<file path="src/rtl/div_share_pkg.sv">
// div_share_pkg: shared types and constants for the divider-sharing arbiter
package div_share_pkg;
   localparam int DIV_W   = 32;
   localparam int TMO_DEF = 40;
   typedef enum logic [1:0] {IDLE, RUN, RESP} state_t;
endpackage

</file>
<file path="src/rtl/div_share_arbiter_rr_grant.sv">
// rr_grant: one-hot round-robin grant, searching upward from the slot after last
module rr_grant #(
   parameter int NREQ = 4,
   localparam int LW = $clog2(NREQ)
) (
   input  logic [NREQ-1:0] req,
   input  logic [LW-1:0]   last,
   output logic [NREQ-1:0] gnt
);
   logic [NREQ-1:0] rot, rgnt;
   int s;
   // rotate so the slot after last sits at bit 0, pick lowest set bit, rotate back
   assign s    = int'(last) + 1;
   assign rot  = NREQ'({req, req} >> s);
   assign rgnt = rot & (~rot + NREQ'(1));
   assign gnt  = NREQ'(({rgnt, rgnt} << s) >> NREQ);
endmodule

</file>
<file path="src/rtl/div_share_arbiter.sv">
// div_share_arbiter: round-robin sharing of one divider with divide-by-zero bypass and done timeout
module div_share_arbiter
   import div_share_pkg::*;
#(
   parameter int NREQ = 4,
   parameter int TMO  = TMO_DEF
) (
   input  logic                  clk,
   input  logic                  rst_n,
   input  logic [NREQ-1:0]       req_valid,
   input  logic [DIV_W*NREQ-1:0] req_dividend,
   input  logic [DIV_W*NREQ-1:0] req_divisor,
   output logic [NREQ-1:0]       req_ready,
   output logic [NREQ-1:0]       resp_valid,
   output logic [DIV_W-1:0]      resp_quotient,
   output logic [DIV_W-1:0]      resp_remainder,
   output logic                  resp_dbz,
   output logic                  resp_err,
   output logic                  busy,
   output logic                  div_start,
   output logic [DIV_W-1:0]      div_dividend,
   output logic [DIV_W-1:0]      div_divisor,
   input  logic                  div_done,
   input  logic [DIV_W-1:0]      div_quotient,
   input  logic [DIV_W-1:0]      div_remainder
);
   localparam int LW = $clog2(NREQ);
   localparam int CW = $clog2(TMO + 1);
   state_t state, nxt;
   logic [NREQ-1:0] gnt;
   logic [LW-1:0] last, win_idx;
   logic [DIV_W-1:0] win_dvd, win_dvs;
   logic [CW-1:0] cnt;
   logic xfer, dbz_go, done_go, tmo_go;
   rr_grant #(.NREQ(NREQ)) u_rr (.req(req_valid), .last(last), .gnt(gnt));
   always_comb begin
      win_idx = '0;
      win_dvd = '0;
      win_dvs = '0;
      for (int i = 0; i < NREQ; i++)
         if (gnt[i]) begin
            win_idx = LW'(i);
            win_dvd = req_dividend[i*DIV_W +: DIV_W];
            win_dvs = req_divisor[i*DIV_W +: DIV_W];
         end
   end
   assign xfer    = state == IDLE && |gnt;
   assign dbz_go  = xfer && win_dvs == '0;
   assign done_go = state == RUN && div_done;
   assign tmo_go  = state == RUN && !div_done && cnt == CW'(TMO - 1);
   always_comb begin
      nxt        = state == IDLE ? (xfer ? (dbz_go ? RESP : RUN) : IDLE)
                 : state == RUN  ? ((done_go || tmo_go) ? RESP : RUN) : IDLE;
      req_ready  = (state == IDLE && rst_n) ? gnt : '0;
      resp_valid = state == RESP ? NREQ'(1) << last : '0;
      busy       = state != IDLE;
   end
   always_ff @(posedge clk or negedge rst_n)
      if (!rst_n) state <= IDLE;
      else state <= nxt;
   // last doubles as the in-flight requester index; it only changes on a transfer
   always_ff @(posedge clk or negedge rst_n)
      if (!rst_n) begin
         last           <= LW'(NREQ - 1);
         cnt            <= '0;
         div_start      <= 1'b0;
         div_dividend   <= '0;
         div_divisor    <= '0;
         resp_quotient  <= '0;
         resp_remainder <= '0;
         resp_dbz       <= 1'b0;
         resp_err       <= 1'b0;
      end else begin
         div_start <= nxt == RUN;
         cnt       <= state == RUN ? cnt + CW'(1) : '0;
         if (xfer) begin
            last         <= win_idx;
            div_dividend <= win_dvd;
            div_divisor  <= win_dvs;
         end
         if (dbz_go || done_go || tmo_go) begin
            resp_quotient  <= dbz_go ? '1 : done_go ? div_quotient : '0;
            resp_remainder <= dbz_go ? win_dvd : done_go ? div_remainder : '0;
            resp_dbz       <= dbz_go;
            resp_err       <= tmo_go;
         end
      end
endmodule

</file>
<file path="config.mk">
export PLATFORM = sky130hd
export DESIGN_NAME = div_share_arbiter
export DESIGN_NICKNAME = d
export VERILOG_FILES = /design/src/rtl/div_share_pkg.sv /design/src/rtl/div_share_arbiter_rr_grant.sv /design/src/rtl/div_share_arbiter.sv
export SDC_FILE = /design/constraint.sdc
export NUM_CORES = 1
export LEC_CHECK = 0
export ABC_AREA = 0
export CAP_MARGIN = 5
export CORE_AREA = 2 2 180 182
export CTS_CLUSTER_SIZE = 20
export DETAILED_ROUTE_END_ITERATION = 16
export DIE_AREA = 0 0 182 184
export PLACE_DENSITY = 0.6
export SLEW_MARGIN = 20
export SYNTH_ARGS = -nofsm -noshare
export SYNTH_HDL_FRONTEND = slang
export SYNTH_HIERARCHICAL = 1
export SYNTH_SLANG_ARGS = --single-unit
</file>
<file path="constraint.sdc">
create_clock -name clk -period 10.4 [get_ports clk]
set_input_delay 3.12 -clock clk [delete_from_list [all_inputs] [get_ports clk]]
set_output_delay 3.12 -clock clk [all_outputs]
set_load 0.01 [all_outputs]
</file>
==> results of run 1 <==
sequential cells by signal, summed over array words and instances (netlist names):
name / count
div_dividend: 32
div_divisor: 32
resp_quotient: 32
resp_remainder: 32
cnt: 6
last: 2
state: 2
div_start: 1
resp_dbz: 1
resp_err: 1
power groups by stage:
stage | clock, W | sequential, W | combinational, W
finish | 0.000635 | 0.000973 | 0.00349
global route | 0.000680 | 0.00101 | 0.00381
CTS | 0.000656 | 0.000973 | 0.00351
detailed placement | 0 | 0.000977 | 0.00350
global placement | 0 | 0.000970 | 0.00347
floorplan | 0 | 0.00106 | 0.00199
cells by family (layout without fill, tap and decap cells):
kind of cell | after synthesis | after routing | share of synthesized area (%)
and+or+nand+nor | 297 | 297 | 19.7
buffers and inverters | 111 | 534 | 5.88
adders and majority gates | 2 | 2 | 0.307
DFF | 141 | 141 | 43.3
xor gates and xnor gates | 4 | 4 | 0.430
AOI/OAI and AO/OA | 309 | 309 | 26.2
muxes | 34 | 34 | 4.18
final timing paths:
check                                     from  cells after the start  slack (ps)                        endpoint
setup / recovery                  req_valid[1]                      8        1480                    req_ready[2]
hold / removal                cnt[0]$_DFF_PN0_                      1         460                cnt[0]$_DFF_PN0_
setup reg to reg           last[0]$_DFFE_PN1P_                     13        5030   resp_remainder[1]$_DFFE_PN0P_
hold reg to reg               cnt[0]$_DFF_PN0_                      1         460                cnt[0]$_DFF_PN0_
max in group asynchronous                rst_n                      2        6540  resp_remainder[18]$_DFFE_PN0P_
min in group asynchronous                rst_n                      1        2700     div_divisor[21]$_DFFE_PN0P_
layout by cell type (no fill, tap or decap), types with 5 or more instances in the layout:
master,Yosys,final
sky130_fd_sc_hd__nand3b_1,33,33
sky130_fd_sc_hd__a21oi_1,90,90
sky130_fd_sc_hd__a221o_1,34,34
sky130_fd_sc_hd__mux2i_1,34,33
sky130_fd_sc_hd__clkbuf_16,0,17
sky130_fd_sc_hd__a22oi_1,34,34
sky130_fd_sc_hd__a32oi_1,16,15
sky130_fd_sc_hd__a21boi_0,30,30
sky130_fd_sc_hd__inv_1,21,21
sky130_fd_sc_hd__nor2b_1,18,17
sky130_fd_sc_hd__nor2_1,44,43
sky130_fd_sc_hd__nand3_1,5,5
sky130_fd_sc_hd__or4bb_1,9,9
sky130_fd_sc_hd__o21ai_0,53,52
sky130_fd_sc_hd__nand2_1,110,110
sky130_fd_sc_hd__a221oi_1,33,33
sky130_fd_sc_hd__nand4bb_1,5,5
sky130_fd_sc_hd__nor3_1,32,32
sky130_fd_sc_hd__buf_4,2,12
sky130_fd_sc_hd__nor4_1,10,10
sky130_fd_sc_hd__clkdlybuf4s50_1,0,465
sky130_fd_sc_hd__dfrtp_1,139,139
final cells by class:
type,instances,area (um^2)
clock inverters,13,154
clock buffers,19,453
multi-input cells,646,4230
flip-flops and latches,141,3530
repair buffers,480,4790
inverters,22,82.6
fillers,3079,17700
well taps,402,503
per-layer routing:
| layer | part of all wire (%) | track usage (%) |
|---|---|---|
| met3 | 6.0 | 4.99 |
| met5 | 0 | 0 |
| met2 | 48 | 34.6 |
| met4 | 2.2 | 6.58 |
| met1 | 44 | 27.6 |
through the flow:
step	cells	cell area (um^2)	power [W]	utilization [%]
floorplan	898	8150	0.00305	-
global route	1723	13700	0.00550	43.8
global placement	1691	13100	0.00444	41.8
finish	1723	13700	0.00510	43.8
detailed placement	1691	13100	0.00448	41.8
CTS	1723	13700	0.00514	43.7
critical path, stage by stage:
cell and delay [ps]:
sky130_fd_sc_hd__clkdlybuf4s50_1 540, sky130_fd_sc_hd__nor3_1 380, sky130_fd_sc_hd__a221oi_1 150, sky130_fd_sc_hd__a21o_1 220, sky130_fd_sc_hd__a32oi_4 220, sky130_fd_sc_hd__buf_4 400
sky130_fd_sc_hd__and3_1 230, sky130_fd_sc_hd__clkdlybuf4s50_1 530
==> results, run 1 <==
- The run finished with clean final reports.
- Synthesis produced a netlist with a net count of about 1.2k.
- In this run the clock root is driven by a sky130_fd_sc_hd__clkbuf_16.
- The final number of max-transition violations is 0.
- The height of the die is between 150 and 200 um.
- The power share of the combinational group is about two thirds.
- The normalized max-slew margin is approximately a third.
- Setup violations remaining at the end of the flow were counted as 0.
- Counting every sink on the clock net gives roughly 140.
- At the end of routability-driven placement, the weighted congestion stood at 0.893.
- The flop and latch count out of synthesis is around 140.
- The floorplan has 65 rows.
- The area overhead of the layout relative to synthesis is 68.5%.
- The final routed DRC violation total is 0.
- The timing-limited maximum frequency is around 110 MHz.
- The biggest area contributor in the post-synthesis netlist is sky130_fd_sc_hd__dfrtp_1.
- The internal power is between 0.002 and 0.003 W.
- The starting density of the core is approximately a quarter.
- The sum of negative setup slack is 0 ps.
- The peak fanout along the critical path is 35.
- After technology mapping, the gate count stands at 898.
- The path class of the tightest hold or removal check is register to register.
- The area of the core is between 30000 and 40000 um^2.
- The number of library cell types mapped by synthesis is 58.
- The critical path is of the input pin to output port type.
- Gates resized during post-CTS repair numbered 0.
- Dividing the detail-routed wire length by the instance count gives around 21 um.
- The via count of the first global-routing pass was approximately 8.7k.
- The maximum buffer depth of the clock tree is 2.
- The power spent charging and discharging nets is ~0.0025 W.
- Buffers inserted to repair hold after CTS numbered 0.
- In this run the post-CTS setup repair buffer count came out at 0.
- For this block, the initial DRC count from the detailed router was 620.
- The maximum VDD drop is between 0.15 and 0.2 mV.
- Across the routed clock network, the largest skew measured is between 10 and 15 ps.
- The number of antenna diodes in the final layout is 0.
- The number of nets in the layout is approximately 1.6k.
- By instance count, the leading cell after synthesis is sky130_fd_sc_hd__dfrtp_1.
- The I/O pin total is around 470.
- Each instance of the synthesized netlist takes up on average roughly 9.1 um^2.
- Wires add up to 36400 um.
- The clock period minus final worst setup slack is approximately 9000 ps.
- The clock reaches the later pin of the worst-skew pair after roughly 430 ps.
- In this run the static leakage power is approximately 5.4 nW.
- Across every metal layer, demand over resource in global routing totals a little over a fifth.
- The final setup slack of the worst path is 1480 ps.
- The number of antenna violations at the first check in global routing came to 0.
- The category of the worst setup path capture point is an output port.
- The tool flagged a number of max-cap violations equal to 0.
- At the pin with the least slew margin, the transition time is slightly above 1000 ps.
- The hold violation count in the final report is 0.
- The pin count of the biggest net entering global routing is between 90 and 100.
- TritonCTS created 17 clock buffers.
- The sort of element at the start of the critical path is an input pin.
- The cell area after synthesis is around 8200 um^2.
- The number of input and output port buffers inserted is around 470.
- Summed over all layers, the global routing overflow is 0.
- By count the netlist is led by sky130_fd_sc_hd__dfrtp_1, sky130_fd_sc_hd__nand2_1, sky130_fd_sc_hd__a21oi_1.
- Power spread over the standard cell area amounts to 371 nW/um^2.
- The sequential fraction of the synthesis area is between 40% and 50%.
- The arrival time at the worst endpoint is approximately 5800 ps.
- The H-tree depth is 4.
- The number of vias per cell after detailed routing is between 5 and 6.
- The floorplan die area is between 30000 and 40000 um^2.
- At the placement stage, the worst setup path has a slack of around 1500 ps.
- The critical path required time is 7280 ps.
- The count of warnings emitted by yosys is 6.
- For this run, the detailed router's first-pass iteration total came to 5.
- Yosys attributes the largest share of cell area to sky130_fd_sc_hd__dfrtp_1, sky130_fd_sc_hd__a21oi_1, sky130_fd_sc_hd__nand2_1.
- The tightest hold path in the finished design has a slack of around 460 ps.
- Once detailed placement completed, the half-perimeter wirelength came to 26900 um.
- In the final layout, the share of cells above drive strength 1 is ~5%.
- The post-route antenna net violation count is 0.
- The portion of total power attributed to sequential cells is a little under a fifth.
- Clock-pin slew was measured on the worst setup and hold paths at around 60 ps.
- The first global-routing pass estimated roughly 54000 um of wire.
- The final route contains approximately 9k vias.
- The post-route clock period utilization is between 80% and 90%.
- Of the total power, the clock network draws between 10% and 20%.
- The share of flip-flops with an asynchronous set or reset is between 90% and 100%.
- The CTS tree is done.
- Setup repair after global routing left no endpoint under its margin.
- In the synthesized netlist the dominant register cell turns out to be sky130_fd_sc_hd__dfrtp_1.
- The fraction of post-synthesis cell area in the top cell type by area is between 40 and 50%.
- The floorplan die width is 182 um.
- The number of synthesized flops with an enable pin is 0.
- The switching share of total power is ~48%.
Note: power is estimated with default switching activity, not from simulation.
==> run 2: changes to the inputs <==
--- a/config.mk
+++ b/config.mk
@@ -7,11 +7,12 @@
 export LEC_CHECK = 0
 export ABC_AREA = 0
 export CAP_MARGIN = 5
-export CORE_AREA = 2 2 180 182
+export CORE_AREA = 2 2 182 184
 export CTS_CLUSTER_SIZE = 20
 export DETAILED_ROUTE_END_ITERATION = 16
-export DIE_AREA = 0 0 182 184
-export PLACE_DENSITY = 0.6
+export DIE_AREA = 0 0 184 186
+export DONT_BUFFER_PORTS = 1
+export PLACE_DENSITY = 0.41
 export SLEW_MARGIN = 20
 export SYNTH_ARGS = -nofsm -noshare
 export SYNTH_HDL_FRONTEND = slang
==> run 2 against run 1 <==
  * Clock-buffer cell count is 1 lower
  * Via count is 19% lower
  * Die area is 2.2% higher
  * Fmax is 14% higher
  * Combinational power is 22% lower
  * Core utilization is 16 points lower
  * Sequential power is 19% higher
  * Total power is 12% lower
  * Register-to-register slack worse by 120 ps
  * Sequential share of layout area is 13 points higher
  * Cell area is 34% lower
==> results, run 2 (synthesized netlist as in run 1, its figures left out) <==
- The power share of the combinational group is roughly three fifths.
- The hold violation count in the final report is 0.
- The via count of the first global-routing pass was 6701.
- In the routed layout, each cell is associated on average with a via count of between 5 and 6.
- The clock group share of total power is 13.8%.
- The final routed DRC violation total is 0.
- The transition at the pin with the smallest max-transition slack is about 900 ps.
- The power density over cell area is 497 nW/um^2.
- The first routing iteration left about 500 violations.
- The routed layout has 7126 vias.
- The worst-case setup slack after placement is 2530 ps.
- The final number of max-transition violations is 0.
- Cell internal power was estimated by the tool at roughly 0.0021 W.
- The CTS tree is done.
- The most common cell after layout, fill and taps aside is sky130_fd_sc_hd__dfrtp_1.
- The critical path is of the input pin to output port type.
- Dividing the final minimum period by the clock period gives between 70% and 80%.
- The final setup slack of the worst path is ~2500 ps.
- The number of fillers in the final layout is between 3k and 4k.
- The slowest stage cell on the critical path is sky130_fd_sc_hd__buf_4.
- The area of the core is around 32000 um^2.
- Across the VDD grid, the largest voltage drop is roughly 0.30 mV.
- In this run the remaining antenna-violating nets after routing total 0.
- The remaining global-route overflow is 0.
- The final worst clock skew is ~13 ps.
- The category of the worst setup path capture point is an output port.
- The flow ran to the end, and the final reports show no timing, DRC or antenna violations.
- The total of endpoints with negative setup slack in the final report is 0.
- After detailed routing, the average wire length per cell comes to about 26 um.
- The buffer count from post-CTS setup fixing is 0.
- The number of antenna violations at the first check in global routing is 0.
- Data arrives at the worst endpoint at roughly 4700 ps.
- The critical path goes through nor2b_1 -> nand3_1 -> o211a_1 -> mux2i_4 -> buf_4 -> and3_1.
- The fraction of final layout cells with drive strength greater than 1 is under 10%.
- The area overhead of the layout relative to synthesis is 11.3%.
- Buffers inserted during clock tree synthesis total 17.
- The detailed-route wire length is between 30000 and 40000 um.
- 467 I/O pins were placed.
- For this configuration, the core starts out at a cell density of 25.3%.
- The analysis attributes to net switching a power of roughly 0.0024 W.
- CTS saw 141 sinks.
- The clock passes through at most 2 buffers.
- In this run the worst path has a maximum fanout of 70.
- For this run, the top clock speed supported by timing is between 100 and 150 MHz.
- In this run the number of H-tree levels came out at 4.
- The routed design could run at a clock period as short as roughly 8000 ps.
- The cell row count is between 60 and 70.
- The first global-routing pass estimated approximately 46000 um of wire.
- For this design the static power due to leakage is ~3.6 nW.
- The pin count of the biggest net entering global routing is about 150.
- The reported max-cap violation count is 0.
- The die is about 190 um tall.
- Measured along the x axis, the die boundary spans roughly 180 um.
- Setup repair after global routing left no endpoint under its margin.
- The clock latency reported for the late side of the worst-skew pair is between 400 and 500 ps.
- The die covers around 34000 um^2.
- Net switching is approximately 53% of the power.
- The number of nets in the layout is 1173.
- The clock tree root buffer cell is sky130_fd_sc_hd__clkbuf_16.
- The final estimated routing congestion in global placement is roughly 0.84.
- STA classifies the critical path startpoint as an input pin.
- After clock tree synthesis, the repair step resized 0 gates.
- Leaving out fill and tap cells, the most frequent cells in the layout are sky130_fd_sc_hd__dfrtp_1, sky130_fd_sc_hd__nand2_1, sky130_fd_sc_hd__a21oi_1, sky130_fd_sc_hd__o21ai_0, sky130_fd_sc_hd__nor2_1.
- In this run the tightest slew margin relative to its limit is about 39%.
- The class of the worst hold path is register to register.
- The quantity of hold-fixing buffers added after cts is 0.
- The portion of total power attributed to sequential cells is 25.7%.
- The clock-pin slew on the worst setup and hold paths is about 60 ps.
- The placed wire-length estimate after detailed placement is approximately 24000 um.
- STA puts the critical path data required time at approximately 7300 ps.
- The length of the first detailed-routing pass in iterations is 5.
- The global-route usage over all layers is 18.0%.
- Setup total negative slack on the finished layout was measured at 0 ps.
- The number of input and output port buffers inserted is 0.
- The largest single stage delay on the critical path is between 500 and 600 ps.
[run 2: area by class of cell]
class / instances / area (um^2) / share of cell area, %
multi-input combinational: 646 / 4240 / 46.7
sequential: 141 / 3530 / 38.9
tap: 408 / 510 / 5.63
clock buffer: 18 / 429 / 4.73
clock inverter: 14 / 154 / 1.70
timing repair buffer: 16 / 120 / 1.32
inverter: 22 / 82.6 / 0.911
antenna: 1 / 2.50 / 0.0276
[run 2: critical path, delay by kind of cell]
| family | cells | cell delay, ps |
|---|---|---|
| and+or+nand+nor | 3 | 630 |
| buffers and inverters | 1 | 560 |
| AOI/OAI and AO/OA | 1 | 280 |
| muxes | 1 | 150 |
[run 2: power by group through the flow]
stage / Clock (W) / Sequential [W] / Combinational, W
after floorplan: 0 / 0.00106 / 0.00199
after global placement: 0 / 0.00118 / 0.00272
after detailed placement: 0 / 0.00117 / 0.00276
after CTS: 0.000647 / 0.00117 / 0.00276
after global routing: 0.000675 / 0.00119 / 0.00306
final: 0.000623 / 0.00116 / 0.00273
[run 2: metrics by stage]
stage / hold slack, ps / instance area, um^2 / util, % / power [W] / cells
finish: 465 / 9070 / 28.2 / 0.00451 / 1266
global route: 473 / 9060 / 28.1 / 0.00493 / 1265
CTS: 466 / 9060 / 28.1 / 0.00458 / 1265
detailed placement: 456 / 8480 / 26.3 / 0.00393 / 1233
global placement: 459 / 8480 / 26.3 / 0.00391 / 1233
floorplan: 433 / 8150 / - / 0.00305 / 898
[run 2: worst paths after layout]
check	slack, ps	endpoint	startpoint	depth (start not counted)
max	2540	req_ready[3]	req_valid[2]	6
min	470	cnt[0]$_DFF_PN0_	cnt[0]$_DFF_PN0_	1
max reg2reg	4910	resp_remainder[15]$_DFFE_PN0P_	last[0]$_DFFE_PN1P_	13
min reg2reg	470	cnt[0]$_DFF_PN0_	cnt[0]$_DFF_PN0_	1
max in group asynchronous	7480	div_divisor[24]$_DFFE_PN0P_	rst_n	0
min in group asynchronous	2390	div_divisor[7]$_DFFE_PN0P_	rst_n	0
[run 2: metal layers]
| metal | track usage (%) | wire length, um |
|---|---|---|
| met4 | 5.54 | 618 |
| met3 | 5.11 | 2590 |
| met1 | 24.0 | 14100 |
| met5 | 0 | 0 |
| met2 | 28.4 | 15100 |
